===== src/rtl/sw_score_tracker.sv =====
// rtl/sw_score_tracker.sv - best local-alignment score and position tracker over a row-major score stream
// Optional feature macro: SCORE_THRESHOLD_EN (adds threshold input and sticky hit output)
module sw_score_tracker #(
   parameter int DATA_WIDTH = 16,
   parameter int ROW_BITS   = 10,
   parameter int COL_BITS   = 10
) (
   input  logic                  clk,
   input  logic                  rst,
   input  logic                  start,
   input  logic [ROW_BITS-1:0]   num_rows,
   input  logic [COL_BITS-1:0]   num_cols,
   input  logic                  in_valid,
   output logic                  in_ready,
   input  logic [DATA_WIDTH-1:0] in_score,
   output logic                  out_valid,
   input  logic                  out_ready,
   output logic [DATA_WIDTH-1:0] max_score,
   output logic [ROW_BITS-1:0]   max_row,
   output logic [COL_BITS-1:0]   max_col,
   output logic                  busy
`ifdef SCORE_THRESHOLD_EN
   ,
   input  logic [DATA_WIDTH-1:0] threshold,
   output logic                  hit
`endif
);

   typedef enum logic [1:0] {S_IDLE, S_RUN, S_DONE} state_t;

   localparam logic [ROW_BITS-1:0] ROW_ONE = ROW_BITS'(1);
   localparam logic [COL_BITS-1:0] COL_ONE = COL_BITS'(1);

   state_t state, state_nxt;

   logic [ROW_BITS-1:0] rows_q, row_cnt;
   logic [COL_BITS-1:0] cols_q, col_cnt;
   logic                accept, last_beat, start_go, dims_zero, col_wrap;

   // Sign-magnitude strict greater-than; -0 is treated as +0.
   function automatic logic sm_gt(input logic [DATA_WIDTH-1:0] a, input logic [DATA_WIDTH-1:0] b);
      logic [DATA_WIDTH-2:0] am, bm;
      logic                  an, bn;
      am = a[DATA_WIDTH-2:0];
      bm = b[DATA_WIDTH-2:0];
      an = a[DATA_WIDTH-1] && (am != '0);
      bn = b[DATA_WIDTH-1] && (bm != '0);
      if (an != bn)
         return bn;
      else if (!an)
         return am > bm;
      else
         return am < bm;
   endfunction

   assign start_go  = (state == S_IDLE) && start;
   assign dims_zero = (num_rows == '0) || (num_cols == '0);
   assign accept    = in_valid && (state == S_RUN);
   assign col_wrap  = (col_cnt == cols_q - COL_ONE);
   assign last_beat = col_wrap && (row_cnt == rows_q - ROW_ONE);

   always_ff @(posedge clk or posedge rst) begin
      if (rst)
         state <= S_IDLE;
      else
         state <= state_nxt;
   end

   always_comb begin
      state_nxt = state;
      case (state)
         S_IDLE: if (start) state_nxt = dims_zero ? S_DONE : S_RUN;
         S_RUN:  if (accept && last_beat) state_nxt = S_DONE;
         S_DONE: if (out_ready) state_nxt = S_IDLE;
         default: state_nxt = S_IDLE;
      endcase
   end

   always_comb begin
      in_ready  = (state == S_RUN);
      out_valid = (state == S_DONE);
      busy      = (state != S_IDLE);
   end

   always_ff @(posedge clk or posedge rst) begin
      if (rst) begin
         rows_q    <= '0;
         cols_q    <= '0;
         row_cnt   <= '0;
         col_cnt   <= '0;
         max_score <= '0;
         max_row   <= '0;
         max_col   <= '0;
      end else if (start_go) begin
         rows_q    <= num_rows;
         cols_q    <= num_cols;
         row_cnt   <= '0;
         col_cnt   <= '0;
         max_score <= '0;
         max_row   <= '0;
         max_col   <= '0;
      end else if (accept) begin
         if (sm_gt(in_score, max_score)) begin
            max_score <= in_score;
            max_row   <= row_cnt;
            max_col   <= col_cnt;
         end
         // Counters park at zero after the last beat so they never run past the dims.
         if (last_beat) begin
            row_cnt <= '0;
            col_cnt <= '0;
         end else if (col_wrap) begin
            row_cnt <= row_cnt + ROW_ONE;
            col_cnt <= '0;
         end else begin
            col_cnt <= col_cnt + COL_ONE;
         end
      end
   end

`ifdef SCORE_THRESHOLD_EN
   logic [DATA_WIDTH-1:0] thr_q;

   always_ff @(posedge clk or posedge rst) begin
      if (rst) begin
         thr_q <= '0;
         hit   <= 1'b0;
      end else if (start_go) begin
         thr_q <= threshold;
         hit   <= 1'b0;
      end else if (accept && !sm_gt(thr_q, in_score)) begin
         hit <= 1'b1;
      end
   end
`endif

endmodule


===== config.mk =====
export PLATFORM = sky130hd
export DESIGN_NAME = sw_score_tracker
export DESIGN_NICKNAME = d
export VERILOG_FILES = /design/src/rtl/sw_score_tracker.sv
export SDC_FILE = /design/constraint.sdc
export NUM_CORES = 1
export LEC_CHECK = 0
export ABC_AREA = 1
export ABC_CLOCK_PERIOD_IN_PS = 2170
export BUFFER_PORTS_ARGS = -buffer_cell sky130_fd_sc_hd__buf_2
export CAP_MARGIN = 30
export CORE_MARGIN = 2
export CORE_UTILIZATION = 45
export CTS_BUF_LIST = sky130_fd_sc_hd__clkbuf_8 sky130_fd_sc_hd__clkbuf_16
export CTS_CLUSTER_DIAMETER = 80
export DETAILED_ROUTE_END_ITERATION = 10
export PLACE_DENSITY_LB_ADDON = 0.1
export SETUP_SLACK_MARGIN = 0.5
export SLEW_MARGIN = 25
export SYNTH_ARGS = -nofsm -noshare
export SYNTH_HDL_FRONTEND = slang
export SYNTH_SLANG_ARGS = --single-unit

===== constraint.sdc =====
create_clock -name clk -period 2.17 [get_ports clk]
set_input_delay 0.3255 -clock clk [delete_from_list [all_inputs] [get_ports clk]]
set_output_delay 0.3255 -clock clk [all_outputs]
set_load 0.01 [all_outputs]

Word level (Yosys, flattened, before mapping):

Index checks and enable logic that the tools add are counted.

* memories: 0
* RAM bits: 0
* flip-flop bits (word level): 78
* word-level logic and storage cells: 67
* memory bits (read-only): 0
* output and inout port bits: 39
* bits in latches: 0

* div/mod/pow operators: 0
* $mul: 0
* muxes and demuxes: 26
* shift operators: 0
* add/subtract/negate cells: 4
* order comparisons: 2
* bitwise operators: 0
* reduce and logical (&&, ||, !) cells: 19
* equality and inequality tests: 8

Operators by type and width (number)
* two-way mux 10 bit: 14
* two-way mux 16 bit: 3
* nonzero test 15 bit: 2
* adder 10 x 1 -> 10 bit, second input constant: 2
* == test 10 bit: 2
* zero test 10 bit: 2
* subtractor 10 x 1 -> 10 bit, second input constant: 2
* > comparator 15 bit: 1
* less-than comparator 15 bit: 1
* two-way mux 2 bit: 4
* logical AND 1 bit: 6
* case mux 2 bit (3 select lines): 1
* nonzero test 2 bit: 3
* two-way mux 1 bit: 4
* != test 2 x 1 -> 1 bit, second input constant: 2
* AND reduction 2 bit: 2
* AND reduction 3 bit: 1
* nonzero test 3 bit: 1
* == test 2 x 1 -> 1 bit, second input constant: 1
* == test 2 bit, second input constant: 1
* zero test 2 bit: 1
* != test 2 bit, second input constant: 1
* logical OR 1 bit: 1
* != test 1 bit: 1

Depth between registers and ports, before layout:

Gate-level depths: netlist (run 1).

* depth in word-level cells: 9
* depth in mapped cells: 16

Worst setup path after synthesis (run 1):

OpenSTA, ideal clock, no wires.

* path type: register to register
* from: register max_score[2]
* to: register max_col[9]
* library setup time: 0.127 ns
* arrival time: 1.960 ns
* period minus slack after synthesis: 2.086 ns
* slack: 0.084 ns
* required time: 2.043 ns
* stages on the path, launching flop included: 12
* cells stage by stage: dfrtp_1 > inv_1 > ha_1 > a21oi_1 > o21ai_0 > a21oi_1 > o21ai_0 > a21oi_2 > nand2_2 > clkbuf_1 > nand3_1 > o21ai_0

* word-level cells in the longest chain between the ends: 8
* elaborated cells between the ends (all ways): 11
* classes of those cells: 2 x order compare; 1 x eq/ne; 4 x mux; 4 x reduce/logical

Ends and longest elaborated chain
* from (decl): RTL line 18 `output logic [DATA_WIDTH-1:0] max_score,`
* from (signal assigned): RTL line 104 `max_score <= in_score;`
* parallel branches: the longest is 3 deep, another holds > comparator 15 bit
* two-way mux 1 bit *: RTL line 48 `if (an != bn)`
* two-way mux 1 bit *: RTL line 102 `end else if (accept) begin`
* two-way mux 1 bit *: RTL line 94 `end else if (start_go) begin`
* nonzero test 2 bit (no source line) *
* AND reduction 2 bit (no source line) *
* to (signal assigned): RTL line 106 `max_col <= col_cnt;`
* to (decl): RTL line 20 `output logic [COL_BITS-1:0] max_col,`

Every way passes the cells marked *. The select of a mux whose other input is x is not followed.
A chain may end at the register's enable or synchronous reset.

Worst setup path in the final report (run 1):

* from: register cols_q[1]
* to: register row_cnt[4]

* word-level cells in the longest chain between the ends: 6
* elaborated cells between the ends (all ways): 8
* classes of those cells: 1 x add/sub; 1 x eq/ne; 3 x mux; 3 x reduce/logical

Ends and longest elaborated chain
* from (decl): RTL line 37 `logic [COL_BITS-1:0] cols_q, col_cnt;`
* from (signal assigned): RTL line 96 `cols_q <= num_cols;`
* subtractor 10 x 1 -> 10 bit *: RTL line 59 `assign col_wrap = (col_cnt == cols_q - COL_ONE);`
* == test 10 bit *: RTL line 59
* logical AND 1 bit: RTL line 60 `assign last_beat = col_wrap && (row_cnt == rows_q - ROW_ONE);`
* two-way mux 10 bit: RTL line 109 `if (last_beat) begin`
* two-way mux 10 bit: RTL line 102
* two-way mux 10 bit: RTL line 94
* to (signal assigned): RTL line 113 `row_cnt <= row_cnt + ROW_ONE;`
* to (decl): RTL line 36 `logic [ROW_BITS-1:0] rows_q, row_cnt;`

Mark *: on every way between the ends. The rest lies on a longest branch, timed or not. The select of a mux whose other input is x is not followed.

==> results of run 1 <==
==> flip-flops by register name (all words and copies together) (netlist names) <==
register and cells:
col_cnt 10, cols_q 10, row_cnt 10, max_row 10, rows_q 10, max_score 16, state 2, max_col 10
==> logic make-up after synthesis <==
family | count (synthesis) | synth area share (%)
AO/OA/AOI/OAI | 75 | 8.20
XOR/XNOR | 27 | 5.01
buffers and inverters | 104 | 8.15
flip-flops | 78 | 38.9
AND/OR/NAND/NOR | 379 | 34.8
adder cells (fa/ha/maj) | 19 | 4.74
multiplexers | 1 | 0.224
==> area by class of cell <==
| cell class | instances | area [um^2] | share of cell area, % |
|---|---|---|---|
| clock buffer | 9 | 124 | 1.78 |
| timing repair buffer | 129 | 1000 | 14.4 |
| clock inverter | 7 | 66.3 | 0.953 |
| multi-input combinational | 503 | 3310 | 47.5 |
| tap | 140 | 175 | 2.52 |
| inverter | 85 | 325 | 4.68 |
| sequential | 78 | 1950 | 28.1 |
==> critical path: cells and delay by family, from the launching register on <==
kind,cells,cell delay (ns)
adder cells (fa/ha/maj),1,0.14
AO/OA/AOI/OAI,1,0.25
AND/OR/NAND/NOR,9,0.95
buffers and inverters,2,0.23
flip-flops,1,0.40
==> cell usage in the layout, fill, tap and decap left out, types with 3 or more instances in the layout <==
master and n:
nand2_1 144, buf_2 79, dfrtp_1 76, inv_1 72, nand3_1 63, nor2_1 58
nand3_2 39, buf_4 30, xor2_1 17, o21ai_0 14, nand2_2 13, inv_2 13
o21ai_2 13, a21oi_1 12, nor2_4 12, o21ai_1 12, ha_4 10, nand4_1 9
a21oi_2 9, ha_1 9, clkbuf_8 9, xnor2_1 8, buf_6 8, nor2_2 7
nand3_4 7, nor4_1 7, buf_16 7, nor3_1 6, o22ai_2 5, buf_12 5
nand2_4 4, o22ai_1 4, nand3b_1 3, clkinvlp_4 3
==> timing repair <==
item	4_1_cts	5_1_grt
endpoints found under the setup margin	58	58
pin swaps	22	24
buffers inserted	30	3
gates cloned	7	2
gates resized for setup	94	60
==> through the flow <==
step	std cells	cell area, um^2	total power [W]	util (%)	hold WS (ns)
2_1_floorplan	683	5070	0.00490	-	0.470
3_3_place_gp	893	5650	0.00577	52.1	0.478
3_5_place_dp	893	5650	0.00587	52.1	0.481
4_1_cts	946	6670	0.00792	61.5	0.0873
5_1_grt	951	6960	0.00901	64.2	0.0928
6_report	951	6960	0.00833	64.2	0.0564
==> routing by layer <==
| layer | global-route usage (%) | share of wire (%) |
|---|---|---|
| met3 | 5.33 | 6.0 |
| met4 | 7.78 | 1.6 |
| met1 | 36.6 | 44 |
| met5 | 0 | 0 |
| met2 | 44.0 | 48 |
==> final timing paths <==
| kind | cells past startpoint | to |
|---|---|---|
| setup / recovery | 13 | row_cnt[4]$_DFFE_PP0P_ |
| hold / removal | 3 | max_score[14]$_DFFE_PP0P_ |
| setup reg to reg | 13 | row_cnt[4]$_DFFE_PP0P_ |
| hold reg to reg | 2 | max_row[1]$_DFFE_PP0P_ |
| max in group asynchronous | 3 | rows_q[4]$_DFFE_PP0P_ |
| min in group clk | 4 | state[1]$_DFFE_PP0P_ |
==> where the power goes <==
group / leakage [nW] / total, W / internal (W) / switching [W]
Combinational: 2.26 / 0.00485 / 0.00202 / 0.00283
Clock: 0.0982 / 0.00111 / 0.000526 / 0.000587
Sequential: 1.02 / 0.00237 / 0.00187 / 0.000504
==> flow_summary.yaml, run 1 <==
cts:
  cts.clk_slew.worst_paths_ns: 0.09
  htreeDepth: 3
  clock_latency_ns: 0.37
  clk_path_buf_depth: 2
  ctsHoldBuffers: 0
  cts_buffers: 9
  cts_tree: "done"
  clockRootBuffer: "clkbuf_8"
  cts.sinks: 78
layout:
  nets: 866
  fillCellCount: 976
  diodes: 0
  area_delta_synth_final_pct: 38.6
  drive_gt1_share_pct: 36.0
timing:
  worst_slew_pin_slew_ns: 0.568
  period_minus_slack_ns: 2.05
  fin_setup_tns_ns: 0
  fin_skew_ns: 0.00861
  hold_viol: 0
  setup_viol: 0
  period_share_pct: 94.2
  fmax_mhz: 489
  slew_violations: 0
  max_slew_margin_pct: 62.0
  rsz0062_at_grt: "yes"
  fin_ws_ns: 0.125
die:
  num_rows: 38
  die_w_um: 110
  core_um2: 10800
  die-area_um2: 12000
  io_pins: 80
  start_util_pct: 46.3
  die_h_um: 110
run:
  cap_violations: 0
synth:
  synthFlopType: "dfrtp_1"
  syn_nets: 743
  ys_seq_elements: 78
  synth_common_cells: "159 x nand2_1, 105 x nand3_1, 81 x inv_1, 78 x dfrtp_1, 66 x nor2_1"
  ys_seq_area_share_pct: 38.9
  avgSynthCellArea_um2: 7.35
  ys_top_cells_by_area: "dfrtp_1 39%, nand2_1 12%, nand3_1 10%"
  synthCells: 683
  netlist_area_um2: 5020
  yosysMostFrequentCell: "nand2_1"
  async_flop_share_pct: 100
  ys_types: 41
  yosysWarnings: 0
  synth_edf_count: 0
  netlist.area_leader.share_pct: 38.9
  yosysTopAreaCell: "dfrtp_1"
power:
  p_per_area_nw_per_um2: 1200
  ir_drop_v: 0.000593
  total_leakage_power_nw: 3.38
placed_design:
  pre_cts_slack_ns: 0.0132
  portBuffers: 79
  gp_congestion: 0.849
  hpwl_um: 9660
global_routing:
  antenna_found_initial: 0
  grt_pass1_vias: 4999
  grt_overflow: 0
  grt_first_pass_wirelength_um: 24800
  grt.total_usage_pct: 27.1
  grt_max_degree: 79
outcome:
  outcome: "finished, final reports clean"
critical_path:
  crit_fanout: 5
  critical_path_required_ns: 2.48
  cp-start-kind: "register"
  reg2reg_slack_ns: 0.12
  crit_start: "cols_q[1]$_DFFE_PP0P_"
  worstPathArrival_ns: 2.35
  path_class: "reg2reg"
  critical_path.cell_chain: "inv_2 -> ha_4 -> nand3_4 -> nor2_4 -> nand2_1 -> nand3_2 -> nand2_2 -> nor2_4 -> nand3_4 -> o21ai_4 -> buf_6 -> nand3_1 -> nand2_1"
  r2r_start: "cols_q[1]$_DFFE_PP0P_"
  cp-end-kind: "register"
  max_stage_delay_ns: 0.40
  cp_slowest_cell: "dfrtp_1"
detailed_routing:
  num_vias: 5124
  drt-initial-drc-count: 328
  dr.pass1.iters: 5
  drc_errors: 0
  ant_nets: 0
  routed_via_density: 5.39
  finalWirelength_um: 15500
  wl_per_cell_um: 16.3
min_path:
  hp-class: "in2async"
(Power assumes the default switching activity.)
==> run 2: changes to the inputs <==
ABC_AREA = default   (was 1)
CORE_ASPECT_RATIO = 0.7   (was default)
SKIP_CTS_REPAIR_TIMING = 1   (was default)
==> run 2 against run 1 <==
Net effect:
- the run now ends with setup timing left
- cell area fell by 2.4%
- clock power rose by 34%
- largest power group unchanged
- sequential share of layout area rose by 0.74 points
- critical path type unchanged
- total power fell by 0.10%
- die area fell by 7.2%
- critical endpoint is now max_score[13]$_DFFE_PP0P_
- routed wire length fell by 17%
- sequential power fell by 7%
- cell count fell by 14%
- register-to-register slack got worse by 0.46 ns
- clock skew fell by 0.0021 ns
- flip-flop and latch count did not move
==> flow_summary.yaml, run 2 <==
layout:
  diodes: 0
  register_area_um2: 1960
  largest_register_ff_count: 16
  drive_gt1_share_pct: 42.3
  fillCellCount: 797
  largest-register: "max_score"
  instances_no_fill: 818
  layout_common_cells: "91 x buf_4, 86 x nand2_1, 79 x buf_2, 74 x dfrtp_1, 39 x inv_1"
  area_delta_synth_final_pct: 46.4
  postLayoutCoreUtil_pct: 68.7
  multiInputGateArea_um2: 2870
  layout_commonest_cell: "buf_4"
  nets: 745
global_routing:
  grt_max_degree: 79
  grt_overflow: 0
  grt_use_met3_pct: 4.67
  grt_first_pass_wirelength_um: 20400
  grt.total_usage_pct: 23.0
  use_met2_pct: 37.2
  grt_pass1_vias: 4221
  top_usage_layer: "met2"
  antenna_found_initial: 0
  met1_usage_pct: 32.1
placed_design:
  portBuffers: 79
  place_inst: 791
  pre_cts_slack_ns: -0.295
  hpwl_um: 9140
  gp_congestion: 0.924
cts:
  cts_tree: "done"
  cts.sinks: 78
  clockRootBuffer: "clkbuf_16"
  clock_latency_ns: 0.34
  clk_path_buf_depth: 2
  cts_buffers: 9
  cts.clk_slew.worst_paths_ns: 0.06
  htreeDepth: 3
power:
  total_leakage_power_nw: 3.23
  p_per_area_nw_per_um2: 1230
  power_w: 0.00833
  ir_drop_v: 0.000653
die:
  die_w_um: 125
  num_rows: 30
  die-area_um2: 11100
  io_pins: 80
  core_um2: 9870
  die_h_um: 88.9
  start_util_pct: 46.9
timing:
  rsz0062_at_grt: "yes"
  hold_viol: 0
  fmax_mhz: 398
  fin_ws_ns: -0.340
  period_share_pct: 116
  period_minus_slack_ns: 2.51
  worst_slew_pin_slew_ns: 0.463
  slew_violations: 0
  max_slew_margin_pct: 68.8
  setup_viol: 58
  fin_skew_ns: 0.00650
synth:
  synthCells: 509
  netlist_area_um2: 4630
  ys_seq_elements: 78
  yosysWarnings: 0
  avgSynthCellArea_um2: 9.10
  synth_edf_count: 0
  async_flop_share_pct: 100
  netlist.area_leader.share_pct: 42.1
  ys_top_cells_by_area: "dfrtp_1 42%, nand2_1 7.3%, mux2i_1 5.4%"
  syn_nets: 569
  yosysMostFrequentCell: "nand2_1"
  synth_common_cells: "90 x nand2_1, 78 x dfrtp_1, 45 x inv_1, 36 x nor2_1, 25 x mux2i_1"
  ys_seq_area_share_pct: 42.1
  yosysTopAreaCell: "dfrtp_1"
  ys_types: 54
  synthFlopType: "dfrtp_1"
run:
  cap_violations: 0
outcome:
  failed_checks: "setup timing"
  outcome: "complete, but fails checks"
detailed_routing:
  routed_via_density: 5.31
  wl_per_cell_um: 15.7
  finalWirelength_um: 12800
  drt-initial-drc-count: 285
  dr.pass1.iters: 5
  ant_nets: 0
  num_vias: 4345
  drc_errors: 0
critical_path:
  path_class: "reg2reg"
  cp-end-kind: "register"
  critical_path_required_ns: 2.39
  reg2reg_depth: 10
  r2r_start: "max_score[1]$_DFFE_PP0P_"
  r2r-end: "max_score[13]$_DFFE_PP0P_"
  cp-start-kind: "register"
  worstPathArrival_ns: 2.73
  crit_fanout: 8
  reg2reg_slack_ns: -0.34
min_path:
  hp-class: "in2async"
-- run 2: worst max path at each step --
| stage | from | end | slack, ns | cells after the start |
|---|---|---|---|---|
| finish | max_score[1]$_DFFE_PP0P_ | max_score[13]$_DFFE_PP0P_ | -0.34 | 10 |
| global route | max_score[1]$_DFFE_PP0P_ | max_row[8]$_DFFE_PP0P_ | -0.41 | 11 |
| CTS | max_score[10]$_DFFE_PP0P_ | max_score[13]$_DFFE_PP0P_ | -0.25 | 10 |
| floorplan | max_score[1]$_DFFE_PP0P_ | max_score[1]$_DFFE_PP0P_ | -0.19 | 11 |
| detailed placement | in_score[10] | max_score[13]$_DFFE_PP0P_ | -0.29 | 10 |
| global placement | in_score[10] | max_score[9]$_DFFE_PP0P_ | -0.26 | 10 |
-- run 2: per-stage QoR --
step           hold slack [ns]  instance area, um^2  TNS (ns)
2_1_floorplan            0.431                 4790     -5.83
3_3_place_gp             0.473                 6030     -9.40
3_5_place_dp             0.477                 6030    -11.20
4_1_cts                  0.118                 6320    -10.12
5_1_grt                  0.126                 6790    -19.49
6_report                0.0974                 6790    -14.71
-- run 2: critical path, cell delays in order, from the launching register on --
cell and delay, ns:
dfrtp_1 0.39, inv_2 0.08, ha_4 0.20, nor2b_4 0.12, o21ai_1 0.12, a21oi_1 0.08
o21a_1 0.20, o221a_2 0.31, a211oi_4 0.35, buf_12 0.19, mux2_2 0.34
-- run 2: cell families (layout without fill, tap and decap cells) --
group | after synthesis | in the layout | share of synthesized area [%]
buffers and inverters | 65 | 246 | 5.78
AO/OA/AOI/OAI | 61 | 61 | 9.29
XOR/XNOR | 29 | 29 | 5.48
adder cells (fa/ha/maj) | 19 | 19 | 5.13
flip-flops | 78 | 78 | 42.1
multiplexers | 39 | 39 | 8.80
AND/OR/NAND/NOR | 218 | 218 | 23.4
-- run 2: metal layers --
layer	share of wire [%]	up-vias
li1	-	2109
met1	48	2127
met2	47	98
met3	4.2	11
met4	0.90	0
met5	0	-
-- run 2: area by class of cell --
| type | instances | area share [%] |
|---|---|---|
| inverters | 45 | 2.54 |
| well taps | 128 | 2.36 |
| flip-flops and latches | 78 | 28.8 |
| clock buffers | 9 | 3.32 |
| repair buffers | 185 | 19.6 |
| clock inverters | 7 | 0.977 |
| multi-input cells | 366 | 42.3 |
-- run 2: power breakdown --
part / leakage, nW / total (W) / switching [W] / internal (W)
Sequential: 1.03 / 0.00220 / 0.000359 / 0.00184
Combinational: 2.07 / 0.00464 / 0.00224 / 0.00240
Clock: 0.139 / 0.00149 / 0.000604 / 0.000882
Total: 3.23 / 0.00833 / 0.00320 / 0.00512
